**config.mk**
```make
export PLATFORM = sky130hd
export DESIGN_NAME = joy_db15_tx
export DESIGN_NICKNAME = d
export VERILOG_FILES = /design/src/rtl/joy_db15_pkg.sv /design/src/rtl/db15_sync_edge.sv /design/src/rtl/joy_db15_tx.sv
export SDC_FILE = /design/constraint.sdc
export NUM_CORES = 1
export LEC_CHECK = 0
export ABC_AREA = 0
export CAP_MARGIN = 20
export CORE_MARGIN = 2
export CORE_UTILIZATION = 47
export DETAILED_ROUTE_END_ITERATION = 8
export PLACE_DENSITY_LB_ADDON = 0.2
export SLEW_MARGIN = 20
export SYNTH_ARGS = -nofsm -noshare
export SYNTH_HDL_FRONTEND = slang
export SYNTH_SLANG_ARGS = --single-unit
export TNS_END_PERCENT = 100
```
**constraint.sdc**
```tcl
create_clock -name clk -period 2.3 [get_ports clk]
set_input_delay 0.46 -clock clk [delete_from_list [all_inputs] [get_ports clk]]
set_output_delay 0.46 -clock clk [all_outputs]
set_load 0.05 [all_outputs]
```
**src/rtl/joy_db15_pkg.sv**
```systemverilog
// Shared definitions for the DB15 joystick serial link (transmitter and receiver).
// Frame geometry, button bit positions within a 12-bit player word, FSM states.
// Button layout per player, MSB..LSB: L S F E D C B A U D L R (bit0 = Right).
package joy_db15_pkg;

  localparam int FRAME_BITS = 24;
  localparam int BTN_BITS   = 12;
  localparam int CNT_BITS   = 5;

  // Bit positions inside one player's 12-bit button word
  localparam int BTN_RIGHT  = 0;
  localparam int BTN_LEFT   = 1;
  localparam int BTN_DOWN   = 2;
  localparam int BTN_UP     = 3;
  localparam int BTN_A      = 4;
  localparam int BTN_B      = 5;
  localparam int BTN_C      = 6;
  localparam int BTN_D      = 7;
  localparam int BTN_E      = 8;
  localparam int BTN_F      = 9;
  localparam int BTN_S      = 10;
  localparam int BTN_L      = 11;

  typedef enum logic [1:0] {
    ST_IDLE  = 2'd0,
    ST_LOAD  = 2'd1,
    ST_SHIFT = 2'd2,
    ST_DONE  = 2'd3
  } db15_state_t;

  // Wire-level frame: active-low buttons, player 1 in the low half (sent first)
  function automatic logic [FRAME_BITS-1:0] frame_word(
    input logic [BTN_BITS-1:0] p1,
    input logic [BTN_BITS-1:0] p2
  );
    return ~{p2, p1};
  endfunction

endpackage

```
**src/rtl/db15_sync_edge.sv**
```systemverilog
// Multi-flop synchronizer for one asynchronous host signal plus edge detection.
// Rise/fall pulses are one clk cycle wide and aligned with the synchronized level.
// Flops reset to 1 so an idle (high) line produces no spurious edge after reset.
module db15_sync_edge
  import joy_db15_pkg::*;
#(
  parameter int SYNC_STAGES = 2
) (
  input  logic clk,
  input  logic reset,
  input  logic din,
  output logic dout,
  output logic rise,
  output logic fall
);

  logic [SYNC_STAGES-1:0] sync_q;
  logic [SYNC_STAGES-1:0] sync_d;
  logic                   prev_q;
  logic                   prev_d;

  // Shift the raw input through the chain; remember last synchronized level
  always_comb begin
    sync_d = {sync_q[SYNC_STAGES-2:0], din};
    prev_d = sync_q[SYNC_STAGES-1];
  end

  // Synchronizer and history flops, preset high on reset
  always_ff @(posedge clk or posedge reset) begin
    if (reset) begin
      sync_q <= '1;
      prev_q <= 1'b1;
    end else begin
      sync_q <= sync_d;
      prev_q <= prev_d;
    end
  end

  assign dout = sync_q[SYNC_STAGES-1];
  assign rise = dout & ~prev_q;
  assign fall = ~dout & prev_q;

endmodule

```
**src/rtl/joy_db15_tx.sv**
```systemverilog
// DB15 joystick transmitter: serializes two 12-button players as a 24-bit active-low frame.
// Host drives joy_load (latch, active-low) and joy_clk (shift) asynchronously to clk;
// both are synchronized, and joy_data updates within SYNC_STAGES+1 clk cycles of a shift edge.
module joy_db15_tx
  import joy_db15_pkg::*;
#(
  parameter int SYNC_STAGES    = 2,
  parameter int TIMEOUT_CYCLES = 2_500_000
) (
  input  logic                clk,
  input  logic                reset,
  input  logic [BTN_BITS-1:0] joy1,
  input  logic [BTN_BITS-1:0] joy2,
  input  logic                joy_load,
  input  logic                joy_clk,
  output logic                joy_data,
  output logic                frame_done,
  output logic                host_active
);

  localparam int                 WD_W     = $clog2(TIMEOUT_CYCLES + 1);
  localparam logic [WD_W-1:0]    WD_MAX   = WD_W'(TIMEOUT_CYCLES);
  localparam logic [CNT_BITS-1:0] CNT_LAST = CNT_BITS'(FRAME_BITS);

  // Synchronized host signals
  logic load_s;
  logic load_rise;
  logic load_fall;
  logic clk_s;
  logic clk_rise;
  logic clk_fall;

  db15_sync_edge #(.SYNC_STAGES(SYNC_STAGES)) u_load_sync (
    .clk   (clk),
    .reset (reset),
    .din   (joy_load),
    .dout  (load_s),
    .rise  (load_rise),
    .fall  (load_fall)
  );

  db15_sync_edge #(.SYNC_STAGES(SYNC_STAGES)) u_clk_sync (
    .clk   (clk),
    .reset (reset),
    .din   (joy_clk),
    .dout  (clk_s),
    .rise  (clk_rise),
    .fall  (clk_fall)
  );

  // Latch is level-sensitive and shifting only needs rising edges
  logic unused_edges;
  assign unused_edges = &{1'b0, load_rise, load_fall, clk_s, clk_fall};

  // Frame state
  db15_state_t             state_q,      state_d;
  logic [FRAME_BITS-1:0]   shift_q,      shift_d;
  logic [CNT_BITS-1:0]     cnt_q,        cnt_d;
  logic                    joy_data_q,   joy_data_d;
  logic                    frame_done_q, frame_done_d;

  // Watchdog state
  logic [WD_W-1:0]         wd_q,          wd_d;
  logic                    host_active_q, host_active_d;

  // Next-state logic: latch strobe overrides everything, then per-state shifting
  always_comb begin
    state_d      = state_q;
    shift_d      = shift_q;
    cnt_d        = cnt_q;
    frame_done_d = 1'b0;

    if (!load_s) begin
      // Latch held: keep resampling the buttons, drop any partial frame
      state_d = ST_LOAD;
      shift_d = frame_word(joy1, joy2);
      cnt_d   = '0;
    end else begin
      unique case (state_q)
        ST_IDLE: begin
          state_d = ST_IDLE;
        end
        ST_LOAD: begin
          // Latch released: the snapshot from the last LOAD cycle is frozen
          state_d = ST_SHIFT;
        end
        ST_SHIFT: begin
          if (clk_rise) begin
            shift_d = {1'b1, shift_q[FRAME_BITS-1:1]};
            if (cnt_q < CNT_LAST) begin
              cnt_d = cnt_q + CNT_BITS'(1);
            end
            if (cnt_q == CNT_LAST - CNT_BITS'(1)) begin
              state_d      = ST_DONE;
              frame_done_d = 1'b1;
            end
          end
        end
        ST_DONE: begin
          state_d = ST_DONE;
        end
        default: begin
          state_d = ST_IDLE;
        end
      endcase
    end
  end

  // Output bit follows the register only while a frame is being presented
  always_comb begin
    if ((state_d == ST_LOAD) || (state_d == ST_SHIFT)) begin
      joy_data_d = shift_d[0];
    end else begin
      joy_data_d = 1'b1;
    end
  end

  // Watchdog: cleared by a completed frame, saturates at the timeout and drops host_active
  always_comb begin
    wd_d          = wd_q;
    host_active_d = host_active_q;
    if (frame_done_d) begin
      wd_d          = '0;
      host_active_d = 1'b1;
    end else begin
      if (wd_q != WD_MAX) begin
        wd_d = wd_q + WD_W'(1);
      end
      if (wd_d == WD_MAX) begin
        host_active_d = 1'b0;
      end
    end
  end

  // All state and outputs registered; reset aborts any frame immediately
  always_ff @(posedge clk or posedge reset) begin
    if (reset) begin
      state_q       <= ST_IDLE;
      shift_q       <= '1;
      cnt_q         <= '0;
      joy_data_q    <= 1'b1;
      frame_done_q  <= 1'b0;
      wd_q          <= '0;
      host_active_q <= 1'b0;
    end else begin
      state_q       <= state_d;
      shift_q       <= shift_d;
      cnt_q         <= cnt_d;
      joy_data_q    <= joy_data_d;
      frame_done_q  <= frame_done_d;
      wd_q          <= wd_d;
      host_active_q <= host_active_d;
    end
  end

  assign joy_data    = joy_data_q;
  assign frame_done  = frame_done_q;
  assign host_active = host_active_q;

endmodule

```
# Yosys cells after proc, flatten, opt, wreduce, memory -nomap -nowiden
# Cells that the tools add are included.
# classes
n_addsub	2
order_cmp	1
n_eq_ne	11
muxes	21
bitwise_logic	3
n_reduce_logical	5
# op_table
op	n
two-way mux 24 bit	3
two-way mux 22 bit	3
NOT 24 bit	1
adder 22 x 1 -> 22 bit, second input constant	1
equality test 22 bit, second input constant	1
!= test 22 bit, second input constant	1
two-way mux 5 bit	4
one-hot mux 2 bit (4 select lines)	1
two-way mux 1 bit	7
equality test 2 bit, second input constant	3
two-way mux 2 bit	3
!= test 2 bit, second input constant	3
adder 5 x 1 -> 5 bit, second input constant	1
equality test 5 bit, second input constant	1
less-than comparator 5 bit, second input constant	1
equality test 2 x 1 -> 1 bit, second input constant	2
AND reduction 3 bit	1
zero test 2 bit	1
AND reduction 2 bit	1
nonzero test 2 bit	1
AND 1 bit	1
logical OR 1 bit	1
NOT 1 bit	1
# totals
reg_bits	61
in_bits	28

# Logic depth before layout (Yosys ltp)
# depth
depth_word	9
depth_mapped	8
depth_no_buf	7

# Hierarchy
# Synthesis repeated with hierarchy kept, for this count alone.
# hier_totals
cells_unflattened	295
area_unflattened_um2	3254.4
# modules_own_cells
module	n_inst	cells_each	area_each_um2	seq_area_each_um2
joy_db15_tx	1	283	3059.2	1432.6
db15_sync_edge	2	6	97.6	78.8

# Worst setup path before layout
# OpenSTA, ideal clock, no wires.
# synth_path
path_kind	reg2reg
start	register wd_q[6]
end	register host_active_q, in the netlist host_active
setup_ns	0.126
arrival_time_ns	1.796
path_slack_ns	0.378
stages_incl_launch_ff	7
path_buffers	0
period_less_slack_ns	1.922
path_cell_list	dfrtp_1 > nand2b_1 > or2_2 > nor4_4 > and3_1 > o2111ai_1 > o32a_1
# synth_via
elab_chain_len	5
elab_cells_between_ends	6
classes_between	1 x add/sub; 2 x eq/ne; 2 x mux; 1 x reduce/logical
# synth_lines
item	line_no	rtl
start: declaration	joy_db15_tx.sv:63	logic [WD_W-1:0] wd_q, wd_d;
start signal: assignment	joy_db15_tx.sv:151	wd_q <= wd_d;
adder 22 x 1 -> 22 bit / != test 22 bit (equally long branches)	joy_db15_tx.sv:127, joy_db15_tx.sv:126	
two-way mux 22 bit (*)	joy_db15_tx.sv:126	if (wd_q != WD_MAX) begin
two-way mux 22 bit (*)	joy_db15_tx.sv:122	if (frame_done_d) begin
equality test 22 bit (*)	joy_db15_tx.sv:129	if (wd_d == WD_MAX) begin
nonzero test 2 bit (no source line) (*)	n/a	
end signal: assignment	joy_db15_tx.sv:152	host_active_q <= host_active_d;
end: declaration	joy_db15_tx.sv:64	logic host_active_q, host_active_d;
# Every way passes the cells marked *; elsewhere a longest branch is shown, timed or not. The select of a mux whose other input is x is not followed.
# A chain may end at the register's enable or synchronous reset.

# Worst setup path in the final report
# layout_path
start	register joy_data_q, in the netlist joy_data
end	output joy_data
# layout_rtl
item	line_no	rtl
start: declaration	joy_db15_tx.sv:59	logic joy_data_q, joy_data_d;
start signal: assignment	joy_db15_tx.sv:149	joy_data_q <= joy_data_d;
end: declaration	joy_db15_tx.sv:16	output logic joy_data,
# No word-level cell between the ends.

==> summary.txt <==
Power and ir drop
  • Sequential Power Share: 0.498
  • Max rail drop VDD: 0.635 mV
  • Power density relative to cell area: 650 mW/mm2
  • Proportion of power drawn by the clock network: 0.425
  • Net Sw Frac: 0.219
  • Net switching component of the power: 0.528 mW
  • Overall power: 2.41 mW
  • Static Leakage: 1.56 nW
  • P_int: 1.88 mW
  • Part of the power in combinational logic: 0.077

Yosys
  • Cell type with the highest aggregate area in the netlist: sky130_fd_sc_hd__dfstp_2
  • Proportion of register bits with asynchronous set or reset after synthesis: 1.00
  • Top flip-flop cell by instance count after synthesis: sky130_fd_sc_hd__dfrtp_1
  • Most numerous cell in the Yosys netlist: sky130_fd_sc_hd__mux2i_1
  • Number of flops mapped to enable cells by yosys: 0
  • #FFs+latches synth: 61
  • Average instance area after synthesis: 11.1 um2
  • Post-Syn Instances: 277
  • Register area share after synthesis: 0.509
  • Syn Std Cell Area: 0.00308 mm2
  • Area share of the largest cell type after synthesis: 0.256
  • Top cells by count, synth: sky130_fd_sc_hd__mux2i_1, sky130_fd_sc_hd__dfrtp_1, sky130_fd_sc_hd__nor2_1, sky130_fd_sc_hd__dfstp_2, sky130_fd_sc_hd__xor2_1
  • Count of distinct cell types in the synthesized netlist: 45
  • Largest cells by area after synthesis: sky130_fd_sc_hd__dfstp_2, sky130_fd_sc_hd__dfrtp_1, sky130_fd_sc_hd__mux2i_1
  • Warnings, synthesis: 0
  • Number of nets in the synthesized netlist: 308

Worst hold path
  • Hold path depth: 0
  • Endpoint, Worst Hold: u_clk_sync.sync_q[1]
  • Startpoint of the most critical hold path: u_clk_sync.sync_q[0]
  • Hold crit path type: flop to flop

Setup path
  • Top Family by Delay on Critical Path: buffers and inverters
  • Reg-to-Reg End: host_active
  • Register-to-register path setup slack: 220 ps
  • CP max-delay cell: sky130_fd_sc_hd__clkdlybuf4s50_1
  • Nature of the critical path startpoint: flop
  • Data arrival at the endpoint of the critical path: 1650 ps
  • Maximum fanout encountered on the critical timing path: 1
  • Crit end category: primary output
  • Worst-case reg-to-reg path depth: 7
  • Largest stage delay on the critical path: 800 ps
  • Critical path cell sequence: clkdlybuf4s50_1
  • Required time at the endpoint of the critical path: 1840 ps
  • Worst r2r src: wd_q[1]
  • Sum of buffers and inverters on the critical path: 1
  • Startpoint-to-endpoint class of the critical path: flop to primary output

STA
  • Slew HR: 0.661
  • Endpoints failing hold: 0
  • Final cycle utilization of the critical path: 0.915
  • Final critical-path setup slack: 195 ps
  • Setup tns final: 0 ps
  • Max Freq: 475 MHz
  • Finish-stage setup viols: 0
  • RSZ-0062 raised after global routing: false
  • Number of pins exceeding their max-slew limit in the final report: 0
  • Largest clock skew in the final design: 9.61 ps
  • Slew at the pin closest to its max-slew limit: 507 ps
  • Clock period minus worst slack: 2110 ps

Routing
  • WL met1: 2.59 mm
  • Sum of routed wire length over all layers: 5.74 mm
  • Met3 WL post-DR: 300 um
  • DR iter-0 viols: 83
  • Detail Route met2 WL: 2.77 mm
  • Vias after detailed routing: 2,132
  • Routed len/inst: 14.7 um
  • Uppermost signal routing layer after detailed routing: met4
  • Drt pass-1 iters: 4
  • Via density per instance: 5.45
  • Remaining routing DRC violations: 0
  • Routed Antenna Nets: 0

GRT
  • Antenna violations before repair: 0
  • Global-route wire length before repair: 10.0 mm
  • Global-route usage over all layers: 0.177
  • Largest net degree at the start of global routing: 47
  • Global route overflow: 0
  • Via count of the first global-routing pass: 2,221

Place
  • IO Port Bufs: 30
  • Worst-case setup slack after placement: 157 ps
  • Final weighted congestion in routability-driven placement: 0.818
  • HPWL Detailed: 3.91 mm

Floorplanning
  • Cell row count: 29
  • IO Pins: 31
  • Overall die area: 0.00721 mm2
  • Initial standard-cell utilization of the core: 0.484
  • Floorplan Core Area: 0.00635 mm2
  • Die height: 84.9 um
  • Die width: 84.9 um

Run
  • Count of maximum capacitance violations: 0

Outcome
  • Status: finished, final reports clean

Clocking
  • H-tree levels: 3
  • Worst-path clk slew: 70 ps
  • Insertion delay of the later-clocked pin in the worst-skew pair: 340 ps
  • Longest Clk Path Bufs: 2
  • Clock buffers created by TritonCTS: 9
  • Root buf cell: sky130_fd_sc_hd__clkbuf_8
  • CTS tree: done
  • Total number of clock tree sinks: 61

Final layout
  • Post-route core utilization: 0.584
  • Layout cells sized above 1: 0.194
  • Number of nets in the finished design: 340
  • Area Overhead vs Synth: 20.6%
  • Number of antenna cells inserted: 0
==> flip-flops by register name (all words and copies together), names as in the netlist <==
| signal | count |
|---|---|
| shift_q | 24 |
| state_q | 2 |
| joy_data | 1 |
| frame_done | 1 |
| host_active | 1 |
| u_clk_sync.sync_q | 2 |
| u_load_sync.sync_q | 2 |
| u_clk_sync.prev_q | 1 |
| cnt_q | 5 |
| wd_q | 22 |
==> layout make-up <==
type                       instances  area, um2
fill                             532       2640
sequential                        61       1560
multi-input combinational        194       1430
timing repair buffer              37        378
clock buffer                      10        128
tap                               77       96.3
clock inverter                     6       86.3
inverter                           6       22.5
==> per-stage QoR <==
stage	hold slack (ps)	instances	instance area, um2
after floorplan	345	277	3080
after global placement	348	375	3490
after detailed placement	347	375	3490
after CTS	353	391	3710
after global routing	351	391	3710
final	353	391	3710
==> cell usage in the layout (no fill, tap or decap), types with 2 or more instances in the layout <==
| master | instances |
|---|---|
| sky130_fd_sc_hd__and4b_1 | 2 |
| sky130_fd_sc_hd__dfrtp_1 | 31 |
| sky130_fd_sc_hd__clkinv_2 | 2 |
| sky130_fd_sc_hd__inv_1 | 5 |
| sky130_fd_sc_hd__clkbuf_8 | 9 |
| sky130_fd_sc_hd__and2_1 | 2 |
| sky130_fd_sc_hd__ha_1 | 3 |
| sky130_fd_sc_hd__nand2_1 | 12 |
| sky130_fd_sc_hd__bufinv_16 | 2 |
| sky130_fd_sc_hd__and4_1 | 3 |
| sky130_fd_sc_hd__dfstp_2 | 30 |
| sky130_fd_sc_hd__clkdlybuf4s50_1 | 30 |
| sky130_fd_sc_hd__nand4_1 | 7 |
| sky130_fd_sc_hd__nor3_1 | 4 |
| sky130_fd_sc_hd__o21ai_0 | 5 |
| sky130_fd_sc_hd__xnor2_1 | 8 |
| sky130_fd_sc_hd__and3_1 | 4 |
| sky130_fd_sc_hd__nand3_1 | 12 |
| sky130_fd_sc_hd__xor2_1 | 15 |
| sky130_fd_sc_hd__mux2i_1 | 48 |
| sky130_fd_sc_hd__nor3b_1 | 2 |
| sky130_fd_sc_hd__a21oi_1 | 9 |
| sky130_fd_sc_hd__nor4_1 | 2 |
| sky130_fd_sc_hd__nor2b_1 | 3 |
| sky130_fd_sc_hd__buf_4 | 5 |
| sky130_fd_sc_hd__buf_12 | 2 |
| sky130_fd_sc_hd__nor2_1 | 31 |
==> power groups by stage <==
stage	Combinational, mW	Sequential (mW)	Clock [mW]
2_1_floorplan	0.104	1.22	0
3_3_place_gp	0.185	1.22	0
3_5_place_dp	0.189	1.22	0
4_1_cts	0.190	1.20	1.06
5_1_grt	0.208	1.21	1.11
6_report	0.185	1.20	1.02
==> metal layers <==
metal	track usage	vias to the layer above
li1	-	1037
met1	0.215	1045
met2	0.288	42
met3	0.0652	8
met4	0.0664	0
met5	0	-
==> logic make-up after synthesis <==
group                      count (synthesis)  share of synthesized area
AOI/OAI and AO/OA                         22                     0.0439
adders and majority gates                  3                     0.0122
and+or+nand+nor                           98                      0.183
muxes                                     48                      0.156
buffers and inverters                     22                     0.0305
xor gates and xnor gates                  23                     0.0655
DFF                                       61                      0.509
==> worst max-delay path by stage <==
stage | startpoint | to | slack [ps] | depth (start not counted)
2_1_floorplan | reset | cnt_q[0] | 380 | 1
3_3_place_gp | wd_q[1] | host_active | 230 | 7
3_5_place_dp | wd_q[1] | host_active | 160 | 7
4_1_cts | wd_q[1] | host_active | 160 | 7
5_1_grt | wd_q[1] | host_active | 30 | 7
6_report | joy_data | joy_data | 190 | 1
==> repair_timing <==
action	4_1_cts	5_1_grt
setup buffers	0	0
endpoints found under the hold margin	0	0
hold buffers	0	0
gates resized for setup	0	1
setup endpoints to repair	0	1
(Power assumes the default switching activity.)
